File: src/rtl/taxi_axil_register_rd_if.sv
// taxi_axil_if: AXI4-lite interface, read channels only, with rd_mst/rd_slv modports.
// Widths and user-field enables are parameters so that connected blocks can cross-check them.
interface taxi_axil_if #(
  parameter int unsigned DATA_W    = 32,
  parameter int unsigned ADDR_W    = 32,
  parameter int unsigned STRB_W    = DATA_W / 8,
  parameter bit          ARUSER_EN = 1'b0,
  parameter int unsigned ARUSER_W  = 1,
  parameter bit          RUSER_EN  = 1'b0,
  parameter int unsigned RUSER_W   = 1
) ();
  logic [ADDR_W-1:0]   araddr;
  logic [2:0]          arprot;
  logic [ARUSER_W-1:0] aruser;
  logic                arvalid;
  logic                arready;
  logic [DATA_W-1:0]   rdata;
  logic [1:0]          rresp;
  logic [RUSER_W-1:0]  ruser;
  logic                rvalid;
  logic                rready;

  modport rd_mst (
    output araddr, arprot, aruser, arvalid,
    input  arready,
    input  rdata, rresp, ruser, rvalid,
    output rready
  );

  modport rd_slv (
    input  araddr, arprot, aruser, arvalid,
    output arready,
    output rdata, rresp, ruser, rvalid,
    input  rready
  );
endinterface

File: src/rtl/taxi_axil_register_rd.sv
// taxi_axil_register_rd: AXI4-lite read-path register slice.
// AR and R are each registered independently as a bypass, simple buffer or skid buffer.

module taxi_axil_register_rd_slice #(
  parameter int unsigned W        = 1,
  parameter int unsigned REG_TYPE = 2
) (
  input  logic         clk,
  input  logic         rst_n,
  input  logic [W-1:0] in_data,
  input  logic         in_valid,
  output logic         in_ready,
  output logic [W-1:0] out_data,
  output logic         out_valid,
  input  logic         out_ready
);
  if (REG_TYPE == 2) begin : g_skid
    logic [W-1:0] out_data_reg;
    logic [W-1:0] temp_data_reg;
    logic         out_valid_reg, out_valid_next;
    logic         temp_valid_reg, temp_valid_next;
    logic         in_ready_reg, in_ready_next;
    logic         store_in_to_out, store_in_to_temp, store_temp_to_out;

    // in_ready_reg implies temp is empty, so temp only fills while in_ready_reg is low next cycle
    always_comb begin
      out_valid_next    = out_valid_reg;
      temp_valid_next   = temp_valid_reg;
      store_in_to_out   = 1'b0;
      store_in_to_temp  = 1'b0;
      store_temp_to_out = 1'b0;
      in_ready_next     = out_ready || (!temp_valid_reg && (!out_valid_reg || !in_valid));
      if (in_ready_reg) begin
        if (out_ready || !out_valid_reg) begin
          out_valid_next  = in_valid;
          store_in_to_out = 1'b1;
        end else begin
          temp_valid_next  = in_valid;
          store_in_to_temp = 1'b1;
        end
      end else if (out_ready) begin
        out_valid_next    = temp_valid_reg;
        temp_valid_next   = 1'b0;
        store_temp_to_out = 1'b1;
      end
    end

    always_ff @(posedge clk or negedge rst_n) begin
      if (!rst_n) begin
        out_valid_reg  <= 1'b0;
        temp_valid_reg <= 1'b0;
        in_ready_reg   <= 1'b0;
      end else begin
        out_valid_reg  <= out_valid_next;
        temp_valid_reg <= temp_valid_next;
        in_ready_reg   <= in_ready_next;
      end
    end

    always_ff @(posedge clk) begin
      if (store_in_to_out) begin
        out_data_reg <= in_data;
      end else if (store_temp_to_out) begin
        out_data_reg <= temp_data_reg;
      end
      if (store_in_to_temp) begin
        temp_data_reg <= in_data;
      end
    end

    assign in_ready  = in_ready_reg;
    assign out_data  = out_data_reg;
    assign out_valid = out_valid_reg;
  end else if (REG_TYPE == 1) begin : g_simple
    logic [W-1:0] out_data_reg;
    logic         out_valid_reg, out_valid_next;
    logic         in_ready_reg;
    logic         store_in;

    always_comb begin
      out_valid_next = out_valid_reg;
      store_in       = 1'b0;
      if (in_ready_reg) begin
        out_valid_next = in_valid;
        store_in       = in_valid;
      end else if (out_ready) begin
        out_valid_next = 1'b0;
      end
    end

    always_ff @(posedge clk or negedge rst_n) begin
      if (!rst_n) begin
        out_valid_reg <= 1'b0;
        in_ready_reg  <= 1'b0;
      end else begin
        out_valid_reg <= out_valid_next;
        in_ready_reg  <= !out_valid_next;
      end
    end

    always_ff @(posedge clk) begin
      if (store_in) begin
        out_data_reg <= in_data;
      end
    end

    assign in_ready  = in_ready_reg;
    assign out_data  = out_data_reg;
    assign out_valid = out_valid_reg;
  end else begin : g_bypass
    logic unused_clk_rst;
    assign unused_clk_rst = clk ^ rst_n;
    assign in_ready  = out_ready;
    assign out_data  = in_data;
    assign out_valid = in_valid;
  end
endmodule

module taxi_axil_register_rd #(
  parameter int unsigned AR_REG_TYPE = 2,
  parameter int unsigned R_REG_TYPE  = 2
) (
  input  logic        clk,
  input  logic        rst_n,
  taxi_axil_if.rd_slv s_axil_rd,
  taxi_axil_if.rd_mst m_axil_rd
);
  localparam int unsigned DATA_W    = s_axil_rd.DATA_W;
  localparam int unsigned ADDR_W    = s_axil_rd.ADDR_W;
  localparam int unsigned STRB_W    = s_axil_rd.STRB_W;
  localparam bit          ARUSER_EN = s_axil_rd.ARUSER_EN && m_axil_rd.ARUSER_EN;
  localparam int unsigned ARUSER_W  = s_axil_rd.ARUSER_W;
  localparam bit          RUSER_EN  = s_axil_rd.RUSER_EN && m_axil_rd.RUSER_EN;
  localparam int unsigned RUSER_W   = s_axil_rd.RUSER_W;
  localparam int unsigned AR_W      = ADDR_W + 3 + ARUSER_W;
  localparam int unsigned R_W       = DATA_W + 2 + RUSER_W;

  if (m_axil_rd.DATA_W != DATA_W) begin : g_chk_data
    $fatal(0, "taxi_axil_register_rd: DATA_W mismatch between interfaces");
  end
  if (m_axil_rd.ADDR_W != ADDR_W) begin : g_chk_addr
    $fatal(0, "taxi_axil_register_rd: ADDR_W mismatch between interfaces");
  end
  if (m_axil_rd.STRB_W != STRB_W) begin : g_chk_strb
    $fatal(0, "taxi_axil_register_rd: STRB_W mismatch between interfaces");
  end
  if (AR_REG_TYPE > 2) begin : g_chk_ar_type
    $fatal(0, "taxi_axil_register_rd: AR_REG_TYPE must be 0, 1 or 2");
  end
  if (R_REG_TYPE > 2) begin : g_chk_r_type
    $fatal(0, "taxi_axil_register_rd: R_REG_TYPE must be 0, 1 or 2");
  end

  logic [AR_W-1:0]     ar_in, ar_out;
  logic [ARUSER_W-1:0] ar_user_in;
  logic [R_W-1:0]      r_in, r_out;
  logic [RUSER_W-1:0]  r_user_in;

  assign ar_user_in = ARUSER_EN ? s_axil_rd.aruser : '0;
  assign ar_in      = {s_axil_rd.araddr, s_axil_rd.arprot, ar_user_in};

  taxi_axil_register_rd_slice #(
    .W        (AR_W),
    .REG_TYPE (AR_REG_TYPE)
  ) ar_slice (
    .clk       (clk),
    .rst_n     (rst_n),
    .in_data   (ar_in),
    .in_valid  (s_axil_rd.arvalid),
    .in_ready  (s_axil_rd.arready),
    .out_data  (ar_out),
    .out_valid (m_axil_rd.arvalid),
    .out_ready (m_axil_rd.arready)
  );

  assign m_axil_rd.araddr = ar_out[AR_W-1 -: ADDR_W];
  assign m_axil_rd.arprot = ar_out[ARUSER_W +: 3];
  assign m_axil_rd.aruser = ARUSER_EN ? ar_out[ARUSER_W-1:0] : '0;

  assign r_user_in = RUSER_EN ? m_axil_rd.ruser : '0;
  assign r_in      = {m_axil_rd.rdata, m_axil_rd.rresp, r_user_in};

  taxi_axil_register_rd_slice #(
    .W        (R_W),
    .REG_TYPE (R_REG_TYPE)
  ) r_slice (
    .clk       (clk),
    .rst_n     (rst_n),
    .in_data   (r_in),
    .in_valid  (m_axil_rd.rvalid),
    .in_ready  (m_axil_rd.rready),
    .out_data  (r_out),
    .out_valid (s_axil_rd.rvalid),
    .out_ready (s_axil_rd.rready)
  );

  assign s_axil_rd.rdata = r_out[R_W-1 -: DATA_W];
  assign s_axil_rd.rresp = r_out[RUSER_W +: 2];
  assign s_axil_rd.ruser = RUSER_EN ? r_out[RUSER_W-1:0] : '0;
endmodule

File: src/flat_wrapper.sv
// flat-port wrapper written by rule: the top's interface ports become plain ports
module taxi_axil_register_rd_flat 
#(
  parameter int unsigned AR_REG_TYPE = 2,
  parameter int unsigned R_REG_TYPE  = 2
)
  (clk, rst_n, s_axil_rd_araddr, s_axil_rd_arprot, s_axil_rd_aruser, s_axil_rd_arvalid, s_axil_rd_arready, s_axil_rd_rdata, s_axil_rd_rresp, s_axil_rd_ruser, s_axil_rd_rvalid, s_axil_rd_rready, m_axil_rd_araddr, m_axil_rd_arprot, m_axil_rd_aruser, m_axil_rd_arvalid, m_axil_rd_arready, m_axil_rd_rdata, m_axil_rd_rresp, m_axil_rd_ruser, m_axil_rd_rvalid, m_axil_rd_rready);
  taxi_axil_if #(.DATA_W(32), .ADDR_W(32), .STRB_W(4), .ARUSER_EN(1'b1), .ARUSER_W(4), .RUSER_EN(1'b1), .RUSER_W(4)) s_axil_rd_i ();
  taxi_axil_if #(.DATA_W(32), .ADDR_W(32), .STRB_W(4), .ARUSER_EN(1'b1), .ARUSER_W(4), .RUSER_EN(1'b1), .RUSER_W(4)) m_axil_rd_i ();
  input  logic clk;
  input  logic rst_n;
  input wire logic [$bits(s_axil_rd_i.araddr)-1:0] s_axil_rd_araddr;
  input wire logic [$bits(s_axil_rd_i.arprot)-1:0] s_axil_rd_arprot;
  input wire logic [$bits(s_axil_rd_i.aruser)-1:0] s_axil_rd_aruser;
  input wire logic [$bits(s_axil_rd_i.arvalid)-1:0] s_axil_rd_arvalid;
  output wire logic [$bits(s_axil_rd_i.arready)-1:0] s_axil_rd_arready;
  output wire logic [$bits(s_axil_rd_i.rdata)-1:0] s_axil_rd_rdata;
  output wire logic [$bits(s_axil_rd_i.rresp)-1:0] s_axil_rd_rresp;
  output wire logic [$bits(s_axil_rd_i.ruser)-1:0] s_axil_rd_ruser;
  output wire logic [$bits(s_axil_rd_i.rvalid)-1:0] s_axil_rd_rvalid;
  input wire logic [$bits(s_axil_rd_i.rready)-1:0] s_axil_rd_rready;
  output wire logic [$bits(m_axil_rd_i.araddr)-1:0] m_axil_rd_araddr;
  output wire logic [$bits(m_axil_rd_i.arprot)-1:0] m_axil_rd_arprot;
  output wire logic [$bits(m_axil_rd_i.aruser)-1:0] m_axil_rd_aruser;
  output wire logic [$bits(m_axil_rd_i.arvalid)-1:0] m_axil_rd_arvalid;
  input wire logic [$bits(m_axil_rd_i.arready)-1:0] m_axil_rd_arready;
  input wire logic [$bits(m_axil_rd_i.rdata)-1:0] m_axil_rd_rdata;
  input wire logic [$bits(m_axil_rd_i.rresp)-1:0] m_axil_rd_rresp;
  input wire logic [$bits(m_axil_rd_i.ruser)-1:0] m_axil_rd_ruser;
  input wire logic [$bits(m_axil_rd_i.rvalid)-1:0] m_axil_rd_rvalid;
  output wire logic [$bits(m_axil_rd_i.rready)-1:0] m_axil_rd_rready;
  assign s_axil_rd_i.araddr = s_axil_rd_araddr;
  assign s_axil_rd_i.arprot = s_axil_rd_arprot;
  assign s_axil_rd_i.aruser = s_axil_rd_aruser;
  assign s_axil_rd_i.arvalid = s_axil_rd_arvalid;
  assign s_axil_rd_arready = s_axil_rd_i.arready;
  assign s_axil_rd_rdata = s_axil_rd_i.rdata;
  assign s_axil_rd_rresp = s_axil_rd_i.rresp;
  assign s_axil_rd_ruser = s_axil_rd_i.ruser;
  assign s_axil_rd_rvalid = s_axil_rd_i.rvalid;
  assign s_axil_rd_i.rready = s_axil_rd_rready;
  assign m_axil_rd_araddr = m_axil_rd_i.araddr;
  assign m_axil_rd_arprot = m_axil_rd_i.arprot;
  assign m_axil_rd_aruser = m_axil_rd_i.aruser;
  assign m_axil_rd_arvalid = m_axil_rd_i.arvalid;
  assign m_axil_rd_i.arready = m_axil_rd_arready;
  assign m_axil_rd_i.rdata = m_axil_rd_rdata;
  assign m_axil_rd_i.rresp = m_axil_rd_rresp;
  assign m_axil_rd_i.ruser = m_axil_rd_ruser;
  assign m_axil_rd_i.rvalid = m_axil_rd_rvalid;
  assign m_axil_rd_rready = m_axil_rd_i.rready;
  taxi_axil_register_rd #(.AR_REG_TYPE(AR_REG_TYPE), .R_REG_TYPE(R_REG_TYPE)) u_core (.clk(clk), .rst_n(rst_n), .s_axil_rd(s_axil_rd_i), .m_axil_rd(m_axil_rd_i));
endmodule
File: config.mk
export PLATFORM = sky130hd
export DESIGN_NAME = taxi_axil_register_rd_flat
export DESIGN_NICKNAME = d
export VERILOG_FILES = /design/src/rtl/taxi_axil_register_rd_if.sv /design/src/rtl/taxi_axil_register_rd.sv /design/src/flat_wrapper.sv
export SDC_FILE = /design/constraint.sdc
export NUM_CORES = 1
export LEC_CHECK = 0
export CORE_ASPECT_RATIO = 1.1
export CORE_MARGIN = 4
export CORE_UTILIZATION = 52
export DETAILED_ROUTE_END_ITERATION = 10
export GPL_TIMING_DRIVEN = 1
export PLACE_DENSITY = 0.85
export SLEW_MARGIN = 20
export SYNTH_ARGS = -nofsm -noshare
export SYNTH_HDL_FRONTEND = slang
export SYNTH_SLANG_ARGS = --single-unit
File: constraint.sdc
create_clock -name clk -period 7.4 [get_ports clk]
set_input_delay 1.11 -clock clk [delete_from_list [all_inputs] [get_ports clk]]
set_output_delay 1.11 -clock clk [all_outputs]
set_load 0.1 [all_outputs]
==> impl_metrics.yaml, run 1 <==
sta:
  finalHoldViolations: 0
  finalCriticalPeriod_ns: 3.23
  maxSlewViolCount: 0
  max_freq_ghz: 0.310
  fin_crit_sh: 0.436
  finClkSkew_ns: 0.00749
  finalSetupTns_ns: 0
  rsz0062_at_grt: "no"
  tightest_slew_ns: 1.04
  relSlewSlack: 0.306
  setup_viol_count_final: 0
power_and_ir_drop:
  swShare: 0.367
  switchingPower_mw: 1.15
  power_frac_comb: 0.343
  p_int_mw: 1.99
  ir_drop_mv: 0.195
  p_per_area_nw_per_um2: 371
  leakage_nw: 3.02
  clock_power_share: 0.270
  seq_power_share: 0.387
critical_path:
  crit_type: "register to primary output"
  max_stage_delay_ns: 1.21
  crit_path_max_fanout: 6
  path_cells: "clkdlybuf4s50_1"
  crit_end: "m_axil_rd_arvalid"
  r2r_end: "u_core.ar_slice.out_data[5]$_DFFE_PP_"
  cp_num_buf_inv: 1
  end_kind: "primary output"
  path_delay_family: "buffers and inverters"
  critical_path_cell_count: 1
  r2r_cells: 3
  arrival_ns: 2.12
  cp_data_required_time_ns: 6.29
  crit_slowest_cell: "clkdlybuf4s50_1"
  r2r-start: "u_core.ar_slice.out_valid$_DFFE_PN0P_"
  critPathLaunch: "u_core.ar_slice.out_valid$_DFFE_PN0P_"
  cp-start-kind: "register"
  rrSetupSlack_ns: 5.30
place:
  dp_cells: 577
  placed_area_um2: 7770
  place_congestion: 0.681
  dp_hpwl_um: 8090
  portBuffers: 163
layout:
  antenna_cells: 0
  drive_gt1_frac: 0.254
  stdcell_area_um2: 8460
  final_common_cell: "clkdlybuf4s50_1"
  nets: 536
  area_growth_pct: 41.1
  layout_common_cells: "clkdlybuf4s50_1 (163), edfxtp_1 (154), mux2_2 (47), mux2_4 (30), clkbuf_16 (17)"
  fin_cells: 611
cts:
  clkTransAtPathRegs_ns: 0.06
  clkLatencyLatePin_ns: 0.41
  hold_buffers: 0
  post-cts-setup-buffers: 0
  h-tree-depth: 4
  cts_root_buf: "clkbuf_16"
  numCtsBuffers: 17
  clk_path_buf_depth: 2
  numClockSinks: 160
  ctsResizeCount: 0
  tritoncts: "built"
global_routing:
  antenna_found_initial: 0
  grt.overflow.total: 0
  grtUsageTotal: 0.185
  grt_pass1_vias: 3376
  grt_first_pass_wirelength_um: 18000
  grt_max_degree: 40
route:
  routedWlPerCell_um: 19.7
  via_per_inst: 5.18
  drt_iter0_markers: 124
  wl_um: 12100
  firstDrtPassIters: 4
  drc_errors: 0
  num_vias: 3164
  drtAntennaViolNets: 0
synthesis:
  synth.area.top_cells: "edfxtp_1 (77%), mux2_2 (8.8%), mux2_4 (7.5%)"
  synth-seq-cells: 160
  netlist_instances: 275
  seq_area_frac_synth: 0.797
  synth_nets: 358
  synth_area_um2: 5990
  synth_top_area_frac: 0.772
  synth_cell_types: 18
  yosysWarnings: 0
  syn_avg_cell_area_um2: 21.8
  yosys.area.top_type: "edfxtp_1"
floorplanning:
  die_w_um: 110
  die_h_um: 121
  io_pins: 164
  num_rows: 40
  die-area_um2: 13300
  core-area_um2: 11100
  initial_core_util: 0.539
hold_path:
  holdCritPathClass: "register to register"
  worstHoldStart: "u_core.ar_slice.g_skid.temp_data_reg[22]$_DFFE_PP_"
flow_run:
  drv_cap: 0
outcome:
  status: "completed"
-- power groups by stage --
| stage | Combinational (mW) | Sequential [mW] | Clock (mW) |
|---|---|---|---|
| 4_1_cts | 1.07 | 1.22 | 0.863 |
| 3_3_place_gp | 1.05 | 1.23 | 0 |
| 2_1_floorplan | 0.201 | 1.84 | 0 |
| 3_5_place_dp | 1.06 | 1.24 | 0 |
| 5_1_grt | 1.11 | 1.23 | 0.912 |
| 6_report | 1.08 | 1.22 | 0.849 |
-- worst min path at each step --
stage                                             end  slack (ns)  cells after the start
6_report       u_core.ar_slice.out_data[22]$_DFFE_PP_        0.54                      1
5_1_grt        u_core.ar_slice.out_data[22]$_DFFE_PP_        0.56                      1
4_1_cts        u_core.ar_slice.out_data[22]$_DFFE_PP_        0.54                      1
3_5_place_dp   u_core.ar_slice.out_data[22]$_DFFE_PP_        0.53                      1
3_3_place_gp    u_core.ar_slice.out_data[0]$_DFFE_PP_        0.53                      1
2_1_floorplan  u_core.ar_slice.out_data[25]$_DFFE_PP_        0.52                      1
-- metal layers --
layer	GRT usage	vias to the layer above	share of wire
met2	0.283	156	0.48
met3	0.0753	16	0.11
met4	0.0855	0	0.018
li1	-	1450	-
met1	0.229	1542	0.39
met5	0	-	0
-- area by class of cell --
class                      instances  area (µm²)
clock buffer                      20         437
clock inverter                    10         140
fill                             631        2650
inverter                           2        7.51
multi-input combinational        105        1180
sequential                       160        4770
tap                              147         184
timing repair buffer             167        1730
-- cells in the mapped netlist (all sizes together) --
master,n
o311ai,2
or2,2
edfxtp,154
o21bai,2
nand2,6
a21oi,4
nand3,2
nand2b,2
nand3b,2
dfrtp,6
nor2,4
o21ai,2
buf,8
mux2,77
inv,2
-- per-stage QoR --
| stage | worst slack [ns] | utilization | hold WS (ns) | total power [mW] |
|---|---|---|---|---|
| global route | 4.10 | 0.761 | 0.556 | 3.25 |
| global placement | 4.04 | 0.700 | 0.528 | 2.28 |
| detailed placement | 3.97 | 0.700 | 0.534 | 2.30 |
| floorplan | 3.88 | - | 0.523 | 2.04 |
| CTS | 4.13 | 0.752 | 0.543 | 3.15 |
| finish | 4.17 | 0.761 | 0.540 | 3.14 |
-- cell families (layout without fill, tap and decap cells) --
group,after synthesis,in the layout,share of synthesized area
AOI/OAI and AO/OA,10,10,0.0104
and+or+nand+nor,18,18,0.0163
DFF,160,160,0.797
buffers and inverters,10,199,0.0132
muxes,77,77,0.163
-- worst reg2reg max path, stage by stage, from the launching register on --
cell	delay (ns)
dfrtp_1	0.49
nand2b_2	0.14
nand2_2	0.77
mux2_2	0.44
No activity file was read; power rests on OpenSTA's default activity.
==> run 2: changes to the inputs <==
Settings changed: CORE_UTILIZATION 52 to 43, PLACE_DENSITY 0.85 to 0.75.
Clock period 7.4 ns to 2.6 ns, I/O delays scaled along.
==> impl_metrics.yaml, run 2 (same netlist as run 1, synthesis figures left out) <==
outcome:
  status: "completed"
critical_path:
  cp_data_required_time_ns: 2.76
  max_stage_delay_ns: 0.50
  crit_path_max_fanout: 38
  r2r_cells: 3
  end_kind: "register"
  arrival_ns: 1.90
  crit_type: "input pin to register"
  crit_slowest_cell: "clkdlybuf4s50_1"
  cp-start-kind: "input pin"
  path_cells: "clkdlybuf4s50_1, nand2b_2, nand2_2, buf_12, mux2_2"
cts:
  post-cts-setup-buffers: 0
  clk_path_buf_depth: 2
  numClockSinks: 160
  hold_buffers: 0
  clkLatencyLatePin_ns: 0.41
  h-tree-depth: 4
  numCtsBuffers: 17
  ctsResizeCount: 0
  tritoncts: "built"
  clkTransAtPathRegs_ns: 0.06
  cts_root_buf: "clkbuf_16"
sta:
  hold_ws_ns: 0.227
  finalHoldViolations: 0
  maxSlewViolCount: 0
  finClkSkew_ns: 0.00523
  setup_viol_count_final: 0
  relSlewSlack: 0.634
  fin_ws_ns: 0.866
  rsz0062_at_grt: "no"
  finalSetupTns_ns: 0
  fin_crit_sh: 0.667
  finalCriticalPeriod_ns: 1.73
  tightest_slew_ns: 0.550
  max_freq_ghz: 0.577
layout:
  fin_cells: 652
  layout_common_cells: "edfxtp_1 (154), buf_4 (83), clkdlybuf4s50_1 (82), mux2_2 (47), mux2_4 (30)"
  final_common_cell: "edfxtp_1"
  area_growth_pct: 37.8
  stdcell_area_um2: 8260
  antenna_cells: 0
  drive_gt1_frac: 0.432
  nets: 538
  final_core_util: 0.615
global_routing:
  grt_max_degree: 40
  grt_pass1_vias: 3319
  antenna_found_initial: 0
  grt.overflow.total: 0
  grt_first_pass_wirelength_um: 17700
  grtUsageTotal: 0.147
route:
  wl_um: 11500
  routedWlPerCell_um: 17.7
  firstDrtPassIters: 4
  via_per_inst: 4.81
  drc_errors: 0
  drtAntennaViolNets: 0
  drt_iter0_markers: 203
  num_vias: 3135
power_and_ir_drop:
  switchingPower_mw: 3.29
  power_frac_comb: 0.341
  p_per_area_nw_per_um2: 1050
  fin_total_pwr_mw: 8.68
  swShare: 0.379
  p_int_mw: 5.39
  clock_power_share: 0.261
  ir_drop_mv: 0.584
  leakage_nw: 3.10
  seq_power_share: 0.398
floorplanning:
  num_rows: 44
  io_pins: 164
  initial_core_util: 0.446
  core-area_um2: 13400
  die_h_um: 132
  die-area_um2: 15900
  die_w_um: 121
place:
  dp_hpwl_um: 8050
  dp_cells: 620
  pre_cts_ws_ns: 0.433
  portBuffers: 163
  placed_area_um2: 7710
  place_congestion: 0.751
hold_path:
  holdCritPathClass: "input pin to async pin"
flow_run:
  drv_cap: 0
-- run 2: final timing paths --
path,start,to,slack [ns]
max,s_axil_rd_rready,u_core.r_slice.out_data[16]$_DFFE_PP_,0.87
min,rst_n,u_core.ar_slice.in_ready$_DFF_PN0_,0.23
max reg2reg,u_core.ar_slice.in_ready$_DFF_PN0_,u_core.ar_slice.out_data[17]$_DFFE_PP_,0.96
min reg2reg,u_core.ar_slice.g_skid.temp_data_reg[27]$_DFFE_PP_,u_core.ar_slice.out_data[27]$_DFFE_PP_,0.55
max in group asynchronous,rst_n,u_core.r_slice.g_skid.temp_valid_reg$_DFFE_PN0P_,2.15
min in group clk,u_core.ar_slice.g_skid.temp_data_reg[27]$_DFFE_PP_,u_core.ar_slice.out_data[27]$_DFFE_PP_,0.55
-- run 2: final cells by class --
type / count / area, µm²
Tap cell: 184 / 230
Sequential cell: 160 / 4770
Clock buffer: 18 / 429
Timing Repair Buffer: 169 / 1520
Fill cell: 1017 / 5180
Multi-Input combinational cell: 105 / 1180
Inverter: 2 / 7.51
Clock inverter: 14 / 114
-- run 2: power groups by stage --
stage               Clock, mW  Sequential, mW  Combinational (mW)
floorplan                   0            5.23               0.583
global placement            0            3.50                2.95
detailed placement          0            3.51                2.99
CTS                      2.33            3.46                2.99
global route             2.47            3.49                3.05
finish                   2.27            3.46                2.96
-- run 2: critical path: cells and delay by family --
| kind | cells | cell delay (ns) |
|---|---|---|
| AND/OR/NAND/NOR | 2 | 0.36 |
| multiplexers | 1 | 0.37 |
| buffers and inverters | 2 | 0.75 |
-- run 2: layer usage --
layer | vias up | global-route usage | share of wire
li1 | 1460 | - | -
met3 | 17 | 0.0824 | 0.10
met4 | 0 | 0.0617 | 0.022
met1 | 1539 | 0.170 | 0.38
met2 | 119 | 0.227 | 0.49
met5 | - | 0 | 0
